[config.mk]
export PLATFORM = sky130hd
export DESIGN_NAME = instr_mem_loader_flat
export DESIGN_NICKNAME = d
export VERILOG_FILES = /design/src/rtl/instr_mem_loader_if.sv /design/src/rtl/instr_mem_loader.sv /design/src/flat_wrapper.sv
export SDC_FILE = /design/constraint.sdc
export NUM_CORES = 1
export LEC_CHECK = 0
export CORE_UTILIZATION = 47
export CTS_CLUSTER_SIZE = 25
export DETAILED_ROUTE_END_ITERATION = 8
export GPL_ROUTABILITY_DRIVEN = 0
export PLACE_DENSITY = 0.95
export SLEW_MARGIN = 20
export SYNTH_ARGS = -nofsm -noshare
export SYNTH_HDL_FRONTEND = slang
export SYNTH_SLANG_ARGS = --single-unit
export TNS_END_PERCENT = 30
[constraint.sdc]
create_clock -name Clk -period 2.9 [get_ports Clk]
set_input_delay 0.29 -clock Clk [delete_from_list [all_inputs] [get_ports Clk]]
set_output_delay 0.29 -clock Clk [all_outputs]
set_load 0.03 [all_outputs]
[src/rtl/instr_mem_loader_if.sv]
// Instruction-memory loader bus: operator controls, instruction RAM port and status outputs.
// The loader takes the master view; the operator/RAM environment takes the slave view.
interface instr_mem_loader_if #(
  parameter int unsigned ADDR_W = 7,
  parameter int unsigned DATA_W = 16
);
  logic              LoadMode;
  logic              Enter;
  logic              Finish;
  logic [DATA_W-1:0] DataIn;
  logic [ADDR_W-1:0] MemAddr;
  logic [DATA_W-1:0] MemWrData;
  logic              MemWe;
  logic [DATA_W-1:0] MemRdData;
  logic              CpuHold;
  logic [ADDR_W:0]   WordCount;
  logic              Err;
  logic [3:0]        State;

  modport master (
    input  LoadMode, Enter, Finish, DataIn, MemRdData,
    output MemAddr, MemWrData, MemWe, CpuHold, WordCount, Err, State
  );

  modport slave (
    output LoadMode, Enter, Finish, DataIn, MemRdData,
    input  MemAddr, MemWrData, MemWe, CpuHold, WordCount, Err, State
  );
endinterface

[src/rtl/instr_mem_loader.sv]
// Writes operator-entered words into instruction RAM at auto-incrementing addresses,
// reads each one back and verifies it, holding the CPU for the whole session.
module instr_mem_loader #(
  parameter int unsigned ADDR_W = 7,
  parameter int unsigned DATA_W = 16
) (
  input  logic                Clk,
  input  logic                ResetN,
  instr_mem_loader_if.master  bus
);

  typedef enum logic [3:0] {
    S_IDLE  = 4'h0,
    S_ARMED = 4'h1,
    S_WRITE = 4'h2,
    S_READ  = 4'h3,
    S_CHECK = 4'h4,
    S_DONE  = 4'h5,
    S_ERROR = 4'hF
  } state_e;

  localparam logic [ADDR_W:0] FULL = {1'b1, {ADDR_W{1'b0}}};

  state_e            state_q, state_d;
  logic [ADDR_W-1:0] addr_q, addr_d;
  logic [DATA_W-1:0] wdata_q, wdata_d;
  logic              we_q, we_d;
  logic              hold_q, hold_d;
  logic [ADDR_W:0]   count_q, count_d;
  logic              err_q, err_d;

  always_ff @(posedge Clk) begin
    if (!ResetN) begin
      state_q <= S_IDLE;
      addr_q  <= '0;
      wdata_q <= '0;
      we_q    <= 1'b0;
      hold_q  <= 1'b0;
      count_q <= '0;
      err_q   <= 1'b0;
    end else begin
      state_q <= state_d;
      addr_q  <= addr_d;
      wdata_q <= wdata_d;
      we_q    <= we_d;
      hold_q  <= hold_d;
      count_q <= count_d;
      err_q   <= err_d;
    end
  end

  always_comb begin
    state_d = state_q;
    addr_d  = addr_q;
    wdata_d = wdata_q;
    count_d = count_q;
    err_d   = err_q;

    case (state_q)
      S_IDLE: begin
        if (bus.LoadMode) begin
          state_d = S_ARMED;
          addr_d  = '0;
          count_d = '0;
          err_d   = 1'b0;
        end
      end
      S_ARMED: begin
        // Enter outranks Finish; a simultaneous Finish is simply lost.
        if (!bus.LoadMode) begin
          state_d = S_IDLE;
        end else if (bus.Enter) begin
          wdata_d = bus.DataIn;
          state_d = S_WRITE;
        end else if (bus.Finish) begin
          state_d = S_DONE;
        end
      end
      S_WRITE: state_d = S_READ;
      S_READ:  state_d = S_CHECK;
      S_CHECK: begin
        if (bus.MemRdData != wdata_q) begin
          state_d = S_ERROR;
          err_d   = 1'b1;
        end else begin
          count_d = count_q + 1'b1;
          // Last slot filled: park on the final address rather than wrapping.
          if (count_d == FULL) begin
            state_d = S_DONE;
          end else begin
            addr_d  = addr_q + 1'b1;
            state_d = S_ARMED;
          end
        end
      end
      S_DONE, S_ERROR: begin
        if (!bus.LoadMode) state_d = S_IDLE;
      end
      default: state_d = S_IDLE;
    endcase

    we_d   = (state_d == S_WRITE);
    hold_d = (state_d != S_IDLE);
  end

  assign bus.State     = state_q;
  assign bus.MemAddr   = addr_q;
  assign bus.MemWrData = wdata_q;
  assign bus.MemWe     = we_q;
  assign bus.CpuHold   = hold_q;
  assign bus.WordCount = count_q;
  assign bus.Err       = err_q;

endmodule

[src/flat_wrapper.sv]
// flat-port wrapper written by rule: the top's interface ports become plain ports
module instr_mem_loader_flat 
#(
  parameter int unsigned ADDR_W = 7,
  parameter int unsigned DATA_W = 16
)
  (Clk, ResetN, bus_LoadMode, bus_Enter, bus_Finish, bus_DataIn, bus_MemRdData, bus_MemAddr, bus_MemWrData, bus_MemWe, bus_CpuHold, bus_WordCount, bus_Err, bus_State);
  instr_mem_loader_if #(.ADDR_W(ADDR_W), .DATA_W(DATA_W)) bus_i ();
  input  logic Clk;
  input  logic ResetN;
  input wire logic [$bits(bus_i.LoadMode)-1:0] bus_LoadMode;
  input wire logic [$bits(bus_i.Enter)-1:0] bus_Enter;
  input wire logic [$bits(bus_i.Finish)-1:0] bus_Finish;
  input wire logic [$bits(bus_i.DataIn)-1:0] bus_DataIn;
  input wire logic [$bits(bus_i.MemRdData)-1:0] bus_MemRdData;
  output wire logic [$bits(bus_i.MemAddr)-1:0] bus_MemAddr;
  output wire logic [$bits(bus_i.MemWrData)-1:0] bus_MemWrData;
  output wire logic [$bits(bus_i.MemWe)-1:0] bus_MemWe;
  output wire logic [$bits(bus_i.CpuHold)-1:0] bus_CpuHold;
  output wire logic [$bits(bus_i.WordCount)-1:0] bus_WordCount;
  output wire logic [$bits(bus_i.Err)-1:0] bus_Err;
  output wire logic [$bits(bus_i.State)-1:0] bus_State;
  assign bus_i.LoadMode = bus_LoadMode;
  assign bus_i.Enter = bus_Enter;
  assign bus_i.Finish = bus_Finish;
  assign bus_i.DataIn = bus_DataIn;
  assign bus_i.MemRdData = bus_MemRdData;
  assign bus_MemAddr = bus_i.MemAddr;
  assign bus_MemWrData = bus_i.MemWrData;
  assign bus_MemWe = bus_i.MemWe;
  assign bus_CpuHold = bus_i.CpuHold;
  assign bus_WordCount = bus_i.WordCount;
  assign bus_Err = bus_i.Err;
  assign bus_State = bus_i.State;
  instr_mem_loader #(.ADDR_W(ADDR_W), .DATA_W(DATA_W)) u_core (.Clk(Clk), .ResetN(ResetN), .bus(bus_i));
endmodule
==> out/metrics.cfg, run 1 <==
[status]
status=finished, final reports clean

[route]
initialDrtViolationCount=117
vias=1944
route.detailed.drc=0
routed_via_density=5.67
dr.pass1.iters=5
wire_per_inst_um=16.3
ant_nets=0
wl_um=5580

[floorplanning]
die_x_um=65.9
ios=75
rows=22
chipHeight_um=65.9
start_util=0.506
die_area_um2=4350
fp.coreArea_um2=3800

[critical_path]
cp_data_arrival_time_ns=2.62
critical_path.endpoint_type=flip-flop
worst-path-stages=7
reg2reg_depth=6
cp_slowest_cell=nor4_4
crit_start=bus_MemRdData[9]
r2r-start=u_core.bus.MemWrData[2]
cp_num_buf_inv=1
crit_fanout=12
slowest_delay_ns=0.58
startpoint_type=input port
path_class=input port to flip-flop
path_cells=clkdlybuf4s50_1 > xnor2_1 > nand4_1 > nor4_4 > a21oi_2 > or4_1 > a21oi_1
required_ns=3.12
cp_top_family=simple AND/OR/NAND/NOR gates

[clocking]
path_clk_slew_ns=0.08
clkSinkCount=38
cts_buffer_depth=2
cts_tree=done
insertion_delay_ns=0.30
cts_resized=0
cts_hold_buffers=0
clock-root-buffer=clkbuf_8
cts.htree.levels=2
post_cts_buffers=0
numCtsBuffers=5

[layout]
drive_above_1_share=0.0576
diodes=0
fin_area_um2=2790
syn_to_final_growth_pct=45.1
num-fill-cells=286
final_nets=333
layout.cells.non_filler=343

[global_route]
grt_pass1_vias=1733
grtUsageTotal=0.252
grt_max_degree=21
grt_pass1_wl_um=8200
antenna_found_initial=0
grt-ovfl-total=0

[place]
dp_cells=335
portBuffers=74
hpwl_um=3740
place_area_um2=2680

[worst_hold_path]
hp-class=flip-flop to flip-flop
min_path_cells=2
hold_start=u_core.bus.MemAddr[6]

[timing]
min_period_ns=2.39
rsz0062_at_grt=no
worst_pin_slew_ns=0.695
setup_viol=0
hold_viol_final=0
slew_viol_final=0
min_period_over_period=0.826
fmax_mhz=418
tns_ns=0
skew_ns=0.00777
relSlewSlack=0.534

[logic_synthesis]
ys_ff_latch=38
synth_top_cell_by_area=dfxtp_1
ys.flop_type=dfxtp_1
synth_warnings=0
synth_top_cell_area_share=0.396
async_flop_share=0
avgSynthCellArea_um2=8.58
synth_edf_count=0
netlist_instances=224
synth_nets=263
synth_area_um2=1920
yosys-top-cells-area=dfxtp_1, mux2i_1, xnor2_1, nor2_1, nand2_1
ys_seq_area_frac=0.396
synth.distinct_cells=46

[power_and_ir_drop]
swShare=0.264
p_clk_frac=0.363
totalPowerFinal_mw=1.24
power_frac_seq=0.450
internal_power_mw=0.909
switchingPower_mw=0.326
peakVddDrop_uv=456
comb_power_share=0.187
leakagePower_nw=1.07
powerDensity_nw_per_um2=443

[flow_run]
cap_violations=0

final timing paths:
check	slack, ns	to
hold / removal	0.50	u_core.bus.MemAddr[6]
setup / recovery	0.51	u_core.bus.MemAddr[5]
hold reg to reg	0.50	u_core.bus.MemAddr[6]
setup reg to reg	0.59	u_core.bus.MemAddr[5]
power by group through the flow:
stage | combinational, mW | sequential, mW | clock [mW]
after floorplan | 0.101 | 0.593 | 0
after global placement | 0.220 | 0.566 | 0
after detailed placement | 0.226 | 0.567 | 0
after CTS | 0.231 | 0.556 | 0.450
after global routing | 0.245 | 0.558 | 0.469
final | 0.231 | 0.556 | 0.448
flip-flops by register name, indices dropped and copies added (netlist names):
| signal | count |
|---|---|
| u_core.bus.Err | 1 |
| u_core.bus.MemWe | 1 |
| u_core.bus.MemWrData | 16 |
| u_core.bus.WordCount | 8 |
| u_core.bus.MemAddr | 7 |
| u_core.bus.CpuHold | 1 |
| u_core.bus.State | 4 |
metal layers:
layer  share of wire  GRT usage  routed length, um
met1            0.37      0.272               2080
met5               0          0                  0
met2            0.53      0.477               2970
met4           0.029      0.106                163
met3           0.065     0.0414                360
Yosys cell counts (2+ instances only):
cell	instances
buf_2	5
a31oi_1	3
dfxtp_1	38
xor2_1	2
ha_1	2
nand2_1	17
o211ai_1	3
nor3_1	4
nor2_1	30
nand4_1	5
inv_1	7
o221a_2	2
o31ai_1	3
clkbuf_1	6
o21ai_0	6
xnor2_1	16
a21oi_1	11
and2_1	3
or3_1	5
nand3_1	9
nor3b_1	2
or4_1	4
mux2i_1	17
nand2b_1	2
cells by family after synthesis:
logic type / count (synthesis) / synth area share
buffers and inverters: 20 / 0.0430
AOI/OAI and AO/OA: 39 / 0.137
muxes: 17 / 0.0885
DFF: 38 / 0.396
xor gates and xnor gates: 18 / 0.0820
adders and majority gates: 2 / 0.0130
and+or+nand+nor: 90 / 0.241
worst register-to-register path, delay by kind of cell (launching register included):
family / cells / cell delay [ns]
AND/OR/NAND/NOR: 3 / 1.29
AO/OA/AOI/OAI: 2 / 0.41
flip-flops: 1 / 0.40
XOR/XNOR: 1 / 0.14
cells in the final DEF, fill, tap and decap left out, types with 3 or more instances in the layout:
| master | Yosys | final |
|---|---|---|
| clkbuf_8 | 0 | 5 |
| mux2i_1 | 17 | 17 |
| a31oi_1 | 3 | 3 |
| nand3_1 | 9 | 9 |
| o211ai_1 | 3 | 3 |
| nand4_1 | 5 | 5 |
| or4_1 | 4 | 4 |
| xnor2_1 | 16 | 16 |
| clkdlybuf4s50_1 | 0 | 74 |
| nand2_1 | 17 | 17 |
| dfxtp_1 | 38 | 38 |
| nor2_1 | 30 | 30 |
| nor3_1 | 4 | 4 |
| a21oi_1 | 11 | 11 |
| inv_1 | 7 | 7 |
| o21ai_0 | 6 | 6 |
| o31ai_1 | 3 | 3 |
| and2_1 | 3 | 3 |
| or3_1 | 5 | 5 |
layout make-up:
cell class                      count  area (um^2)  share of cell area
Multi-Input combinational cell    166         1080               0.387
Clock buffer                        7         76.3              0.0274
Timing Repair Buffer               76          756               0.271
Clock inverter                      1         30.0              0.0108
Tap cell                           48         60.1              0.0215
Sequential cell                    38          761               0.273
Inverter                            7         26.3             0.00943
per-stage QoR:
step	hold slack (ns)	utilization	setup slack (ns)
4_1_cts	0.499	0.734	0.524
6_report	0.502	0.734	0.506
3_3_place_gp	0.454	0.706	0.365
5_1_grt	0.514	0.734	0.358
3_5_place_dp	0.464	0.706	0.255
2_1_floorplan	0.426	-	0.820
Power figures use the tool's default switching activity.
==> inputs of run 2 (changes only) <==
--- a/config.mk
+++ b/config.mk
@@ -5,11 +5,11 @@
 export SDC_FILE = /design/constraint.sdc
 export NUM_CORES = 1
 export LEC_CHECK = 0
-export CORE_UTILIZATION = 47
+export CORE_UTILIZATION = 39
 export CTS_CLUSTER_SIZE = 25
 export DETAILED_ROUTE_END_ITERATION = 8
 export GPL_ROUTABILITY_DRIVEN = 0
-export PLACE_DENSITY = 0.95
+export PLACE_DENSITY = 0.87
 export SLEW_MARGIN = 20
 export SYNTH_ARGS = -nofsm -noshare
 export SYNTH_HDL_FRONTEND = slang
==> constraint.sdc (replaced) <==
create_clock -name Clk -period 2 [get_ports Clk]
set_input_delay 0.2 -clock Clk [delete_from_list [all_inputs] [get_ports Clk]]
set_output_delay 0.2 -clock Clk [all_outputs]
set_load 0.03 [all_outputs]
==> run 2 against run 1 <==
Compared with the run above:
- worst setup slack got worse by 0.44 ns
- global-route usage decreased by 5.3 points
- final area increased by 11%
- routed wire length decreased by 2.2%
- die area increased by 20%
- combinational power increased by 70%
- largest cell class unchanged
==> out/metrics.cfg, run 2 (synthesized netlist as in run 1, its figures left out) <==
[place]
portBuffers=74
hpwl_um=3860

[global_route]
grt_pass1_wl_um=8050
grt-ovfl-total=0
grt_pass1_vias=1772
antenna_found_initial=0
grt_max_degree=19
grtUsageTotal=0.199

[layout]
syn_to_final_growth_pct=60.6
fin_util=0.654
diodes=0
num-fill-cells=366
ff_latch_area_um2=781
multi_input_area_um2=1190
largest_reg_flops=16
final_cell_mix=clkdlybuf4s50_1, nor2_1, dfxtp_1, buf_4, mux2i_1
drive_above_1_share=0.214
final_common_cell=clkdlybuf4s50_1
final_nets=353

[critical_path]
path_class=flip-flop to flip-flop
startpoint_type=flip-flop
required_ns=2.22
reg2reg_setup_slack_ns=0.07
crit_fanout=5
cp_data_arrival_time_ns=2.15
critical_path.endpoint_type=flip-flop

[route]
initialDrtViolationCount=64
wl_um=5460
vias=1955
wire_per_inst_um=14.4
ant_nets=0
routed_via_density=5.14
route.detailed.drc=0
dr.pass1.iters=5

[flow_run]
cap_violations=0

[power_and_ir_drop]
switchingPower_mw=0.460
leakagePower_nw=1.25
peakVddDrop_uv=342
swShare=0.269
power_frac_seq=0.469
internal_power_mw=1.25
powerDensity_nw_per_um2=554
p_clk_frac=0.302
comb_power_share=0.229

[timing]
min_period_over_period=0.967
setup_viol=0
tns_ns=0
fmax_mhz=517
skew_ns=0.00618
hold_viol_final=0
relSlewSlack=0.710
slew_viol_final=0
min_period_ns=1.93
worst_pin_slew_ns=0.433
rsz0062_at_grt=yes

[clocking]
path_clk_slew_ns=0.07
cts_buffer_depth=2
numCtsBuffers=5
clkSinkCount=38
cts.htree.levels=2
insertion_delay_ns=0.29
cts_tree=done
clock-root-buffer=clkbuf_8
cts_hold_buffers=0

[floorplanning]
chipHeight_um=72.2
start_util=0.407
die_x_um=72.2
rows=25
die_area_um2=5210
fp.coreArea_um2=4720
ios=75

[worst_hold_path]
hp-class=flip-flop to flip-flop

[status]
status=finished, final reports clean

[run 2: changes by cell type in the layout (fill, tap and decap cells not counted), moves of 6 or more]
cell             previous run  this run
buf_4                       2        21
dfxtp_1                    38        26
dfxtp_2                     0        10
clkdlybuf4s50_1            74        68
dlymetal6s2s_1              0         6
xnor2_1                    16        10
xnor2_2                     0         6
[run 2: layout make-up]
| cell class | instances | share of cell area |
|---|---|---|
| Multi-Input combinational cell | 166 | 0.385 |
| Tap cell | 67 | 0.0272 |
| Sequential cell | 38 | 0.253 |
| Clock buffer | 6 | 0.0268 |
| Inverter | 7 | 0.00851 |
| Timing Repair Buffer | 96 | 0.300 |
[run 2: power groups by stage]
| stage | sequential, mW | combinational [mW] | clock [mW] |
|---|---|---|---|
| floorplan | 0.861 | 0.147 | 0 |
| global placement | 0.816 | 0.359 | 0 |
| detailed placement | 0.818 | 0.366 | 0 |
| CTS | 0.801 | 0.380 | 0.531 |
| global route | 0.803 | 0.418 | 0.566 |
| finish | 0.801 | 0.392 | 0.516 |
[run 2: layer usage]
metal,routed length (um),track usage,up-vias
met5,0,0,-
met4,126,0.0675,0
met3,252,0.0514,13
met2,2890,0.351,59
met1,2190,0.235,916
li1,-,-,967
[run 2: worst max-delay path: stages, from the launching register on]
cell     delay [ns]
dfxtp_4        0.36
xnor2_2        0.16
nand4_1        0.16
nor4_4         0.42
nand2_2        0.14
or4_1          0.50
a31oi_1        0.14
[run 2: path summary, 6_finish.rpt]
path,start,to,cells past startpoint
max,u_core.bus.MemWrData[15],u_core.bus.WordCount[4],6
min,u_core.bus.Err,u_core.bus.Err,2
max reg2reg,u_core.bus.MemWrData[15],u_core.bus.WordCount[4],6
min reg2reg,u_core.bus.Err,u_core.bus.Err,2
[run 2: per-stage QoR]
| stage | total power [mW] | hold slack [ns] | instance area, um^2 | setup slack [ns] | cells |
|---|---|---|---|---|---|
| after floorplan | 1.01 | 0.336 | 1940 | 0.00309 | 224 |
| after global placement | 1.18 | 0.454 | 2850 | -0.180 | 371 |
| after detailed placement | 1.18 | 0.464 | 2850 | -0.347 | 371 |
| after CTS | 1.71 | 0.477 | 2980 | 0.000591 | 379 |
| after global routing | 1.79 | 0.517 | 3090 | -0.0389 | 380 |
| final | 1.71 | 0.468 | 3090 | 0.0660 | 380 |
[run 2: repair_timing]
action                                  CTS  global route
setup buffers                             2             1
gates resized for setup                   6            23
hold endpoints to repair                  0             0
endpoints found under the setup margin    4            15
pin swaps                                 8            17
==> inputs of run 3 (changes only) <==
--- a/config.mk
+++ b/config.mk
@@ -14,4 +14,4 @@
 export SYNTH_ARGS = -nofsm -noshare
 export SYNTH_HDL_FRONTEND = slang
 export SYNTH_SLANG_ARGS = --single-unit
-export TNS_END_PERCENT = 30
+export TNS_END_PERCENT = 5
==> run 3 against run 2 <==
Compared with the run above:
- core utilization decreased by 0.16 points
- sequential share of layout area is 0.062 points higher
- largest power group unchanged
- final cell count decreased by 0.26%
- clock skew decreased by 0.0020 ns
- hold slack improved by 0.00093 ns
- clock power barely moved
- via count up 0.61%
- critical path type unchanged
- non-clock buffer count decreased by 1
- critical path depth is 2 higher
- register-to-register slack worse by 0.02 ns
==> out/metrics.cfg, run 3 (synthesized netlist as in run 1, its figures left out) <==
[route]
met2WireLength_um=2900
wl_met3_um=261
wire_per_inst_um=14.3
initialDrtViolationCount=62
highest_layer=met4
vias=1967
drt-met1-wl_um=2200
route.detailed.drc=0
dr.pass1.iters=6
wl_um=5440
ant_nets=0
routed_via_density=5.19

[global_route]
grt_pass1_wl_um=8050
grt_pass1_vias=1772
grtUsageTotal=0.199
antenna_found_initial=0
grt-ovfl-total=0
grt_max_degree=19

[critical_path]
crit_fanout=5
reg2reg_setup_slack_ns=0.04
path_class=flip-flop to flip-flop
startpoint_type=flip-flop
reg2reg_depth=8
worstReg2RegEnd=u_core.bus.MemAddr[3]
r2r-start=u_core.bus.MemWrData[15]
path_cells=xnor2_2 > nand4_1 > nor4_4 > a21oi_2 > buf_4 > buf_4 > o31ai_2 > a21oi_1
slowest_delay_ns=0.43
cp_data_arrival_time_ns=2.13
crit_top_cell=buf_4
cp_slowest_cell=nor4_4
required_ns=2.17
critical_path.endpoint_type=flip-flop

[worst_hold_path]
min_path_cells=2
hp-class=flip-flop to flip-flop
hold_start=u_core.bus.Err
min_to=u_core.bus.Err

[timing]
fmax_mhz=511
min_period_over_period=0.979
fin_ws_ns=0.0417
relSlewSlack=0.715
slew_viol_final=0
worst_pin_slew_ns=0.426
skew_ns=0.00422
rsz0062_at_grt=yes
hold_viol_final=0
setup_viol=0
min_period_ns=1.96

[floorplanning]
die_area_um2=5210
die_x_um=72.2
rows=25
ios=75
chipHeight_um=72.2
start_util=0.407
fp.coreArea_um2=4720

[place]
dp_cells=371
hpwl_um=3860
place_ws_ns=-0.347
portBuffers=74

[layout]
drive_above_1_share=0.215
layout.cells.non_filler=379
syn_to_final_growth_pct=60.2
largest_reg_flops=16
diodes=0
final_cell_mix=clkdlybuf4s50_1, nor2_1, dfxtp_1, buf_4, mux2i_1
final_common_cell=clkdlybuf4s50_1
final_nets=352
fin_util=0.652

[power_and_ir_drop]
totalPowerFinal_mw=1.71
leakagePower_nw=1.25
powerDensity_nw_per_um2=554
peakVddDrop_uv=344

[clocking]
clock-root-buffer=clkbuf_8
insertion_delay_ns=0.28
path_clk_slew_ns=0.07
cts.htree.levels=2
numCtsBuffers=5
clkSinkCount=38
cts_tree=done
cts_buffer_depth=2

[flow_run]
cap_violations=0

[status]
status=finished, final reports clean

==> run 3: per-stage QoR <==
stage / instance area (um^2) / setup TNS [ns] / hold slack [ns]
after floorplan: 1940 / 0 / 0.336
after global placement: 2850 / -2.15 / 0.454
after detailed placement: 2850 / -3.71 / 0.464
after CTS: 2980 / 0 / 0.477
after global routing: 3080 / -0.114 / 0.518
final: 3080 / 0 / 0.469
==> run 3: repair_timing <==
action,CTS,global route
resized for setup,6,23
pin swaps,8,16
setup endpoints to repair,4,15
hold buffers,0,0
endpoints found under the hold margin,0,0
setup buffers,2,0
==> run 3: critical path: cells and delay by family (launching register included) <==
kind                   cells  cell delay [ns]
AO/OA/AOI/OAI              3             0.44
AND/OR/NAND/NOR            2             0.59
flip-flops                 1             0.36
buffers and inverters      2             0.29
XOR/XNOR                   1             0.17
==> run 3: power by group <==
part	total (mW)	internal, mW	switching (mW)	leakage (nW)
Sequential	0.801	0.779	0.0218	0.314
Combinational	0.389	0.203	0.186	0.889
Clock	0.515	0.266	0.249	0.0431
Total	1.71	1.25	0.457	1.25
==> run 3: routing by layer <==
layer	up-vias	GRT usage
li1	959	-
met1	924	0.235
met2	76	0.351
met3	8	0.0514
met4	0	0.0675
met5	-	0
==> run 3: area by class of cell <==
type	count	area (um^2)
Multi-Input combinational cell	166	1190
Timing Repair Buffer	95	913
Sequential cell	38	781
Inverter	7	26.3
Clock buffer	6	82.6
Tap cell	67	83.8
Fill cell	367	1640
==> run 3: worst max-delay path by stage <==
stage	slack [ns]	cells past startpoint	start	endpoint
detailed placement	-0.35	7	bus_MemRdData[15]	u_core.bus.MemAddr[5]
CTS	0.0006	7	bus_MemRdData[12]	u_core.bus.WordCount[4]
finish	0.04	8	u_core.bus.MemWrData[15]	u_core.bus.MemAddr[3]
floorplan	0.003	6	u_core.bus.MemWrData[6]	u_core.bus.WordCount[4]
global placement	-0.18	7	bus_MemRdData[15]	u_core.bus.MemAddr[5]
global route	-0.04	8	u_core.bus.WordCount[4]	u_core.bus.MemAddr[0]
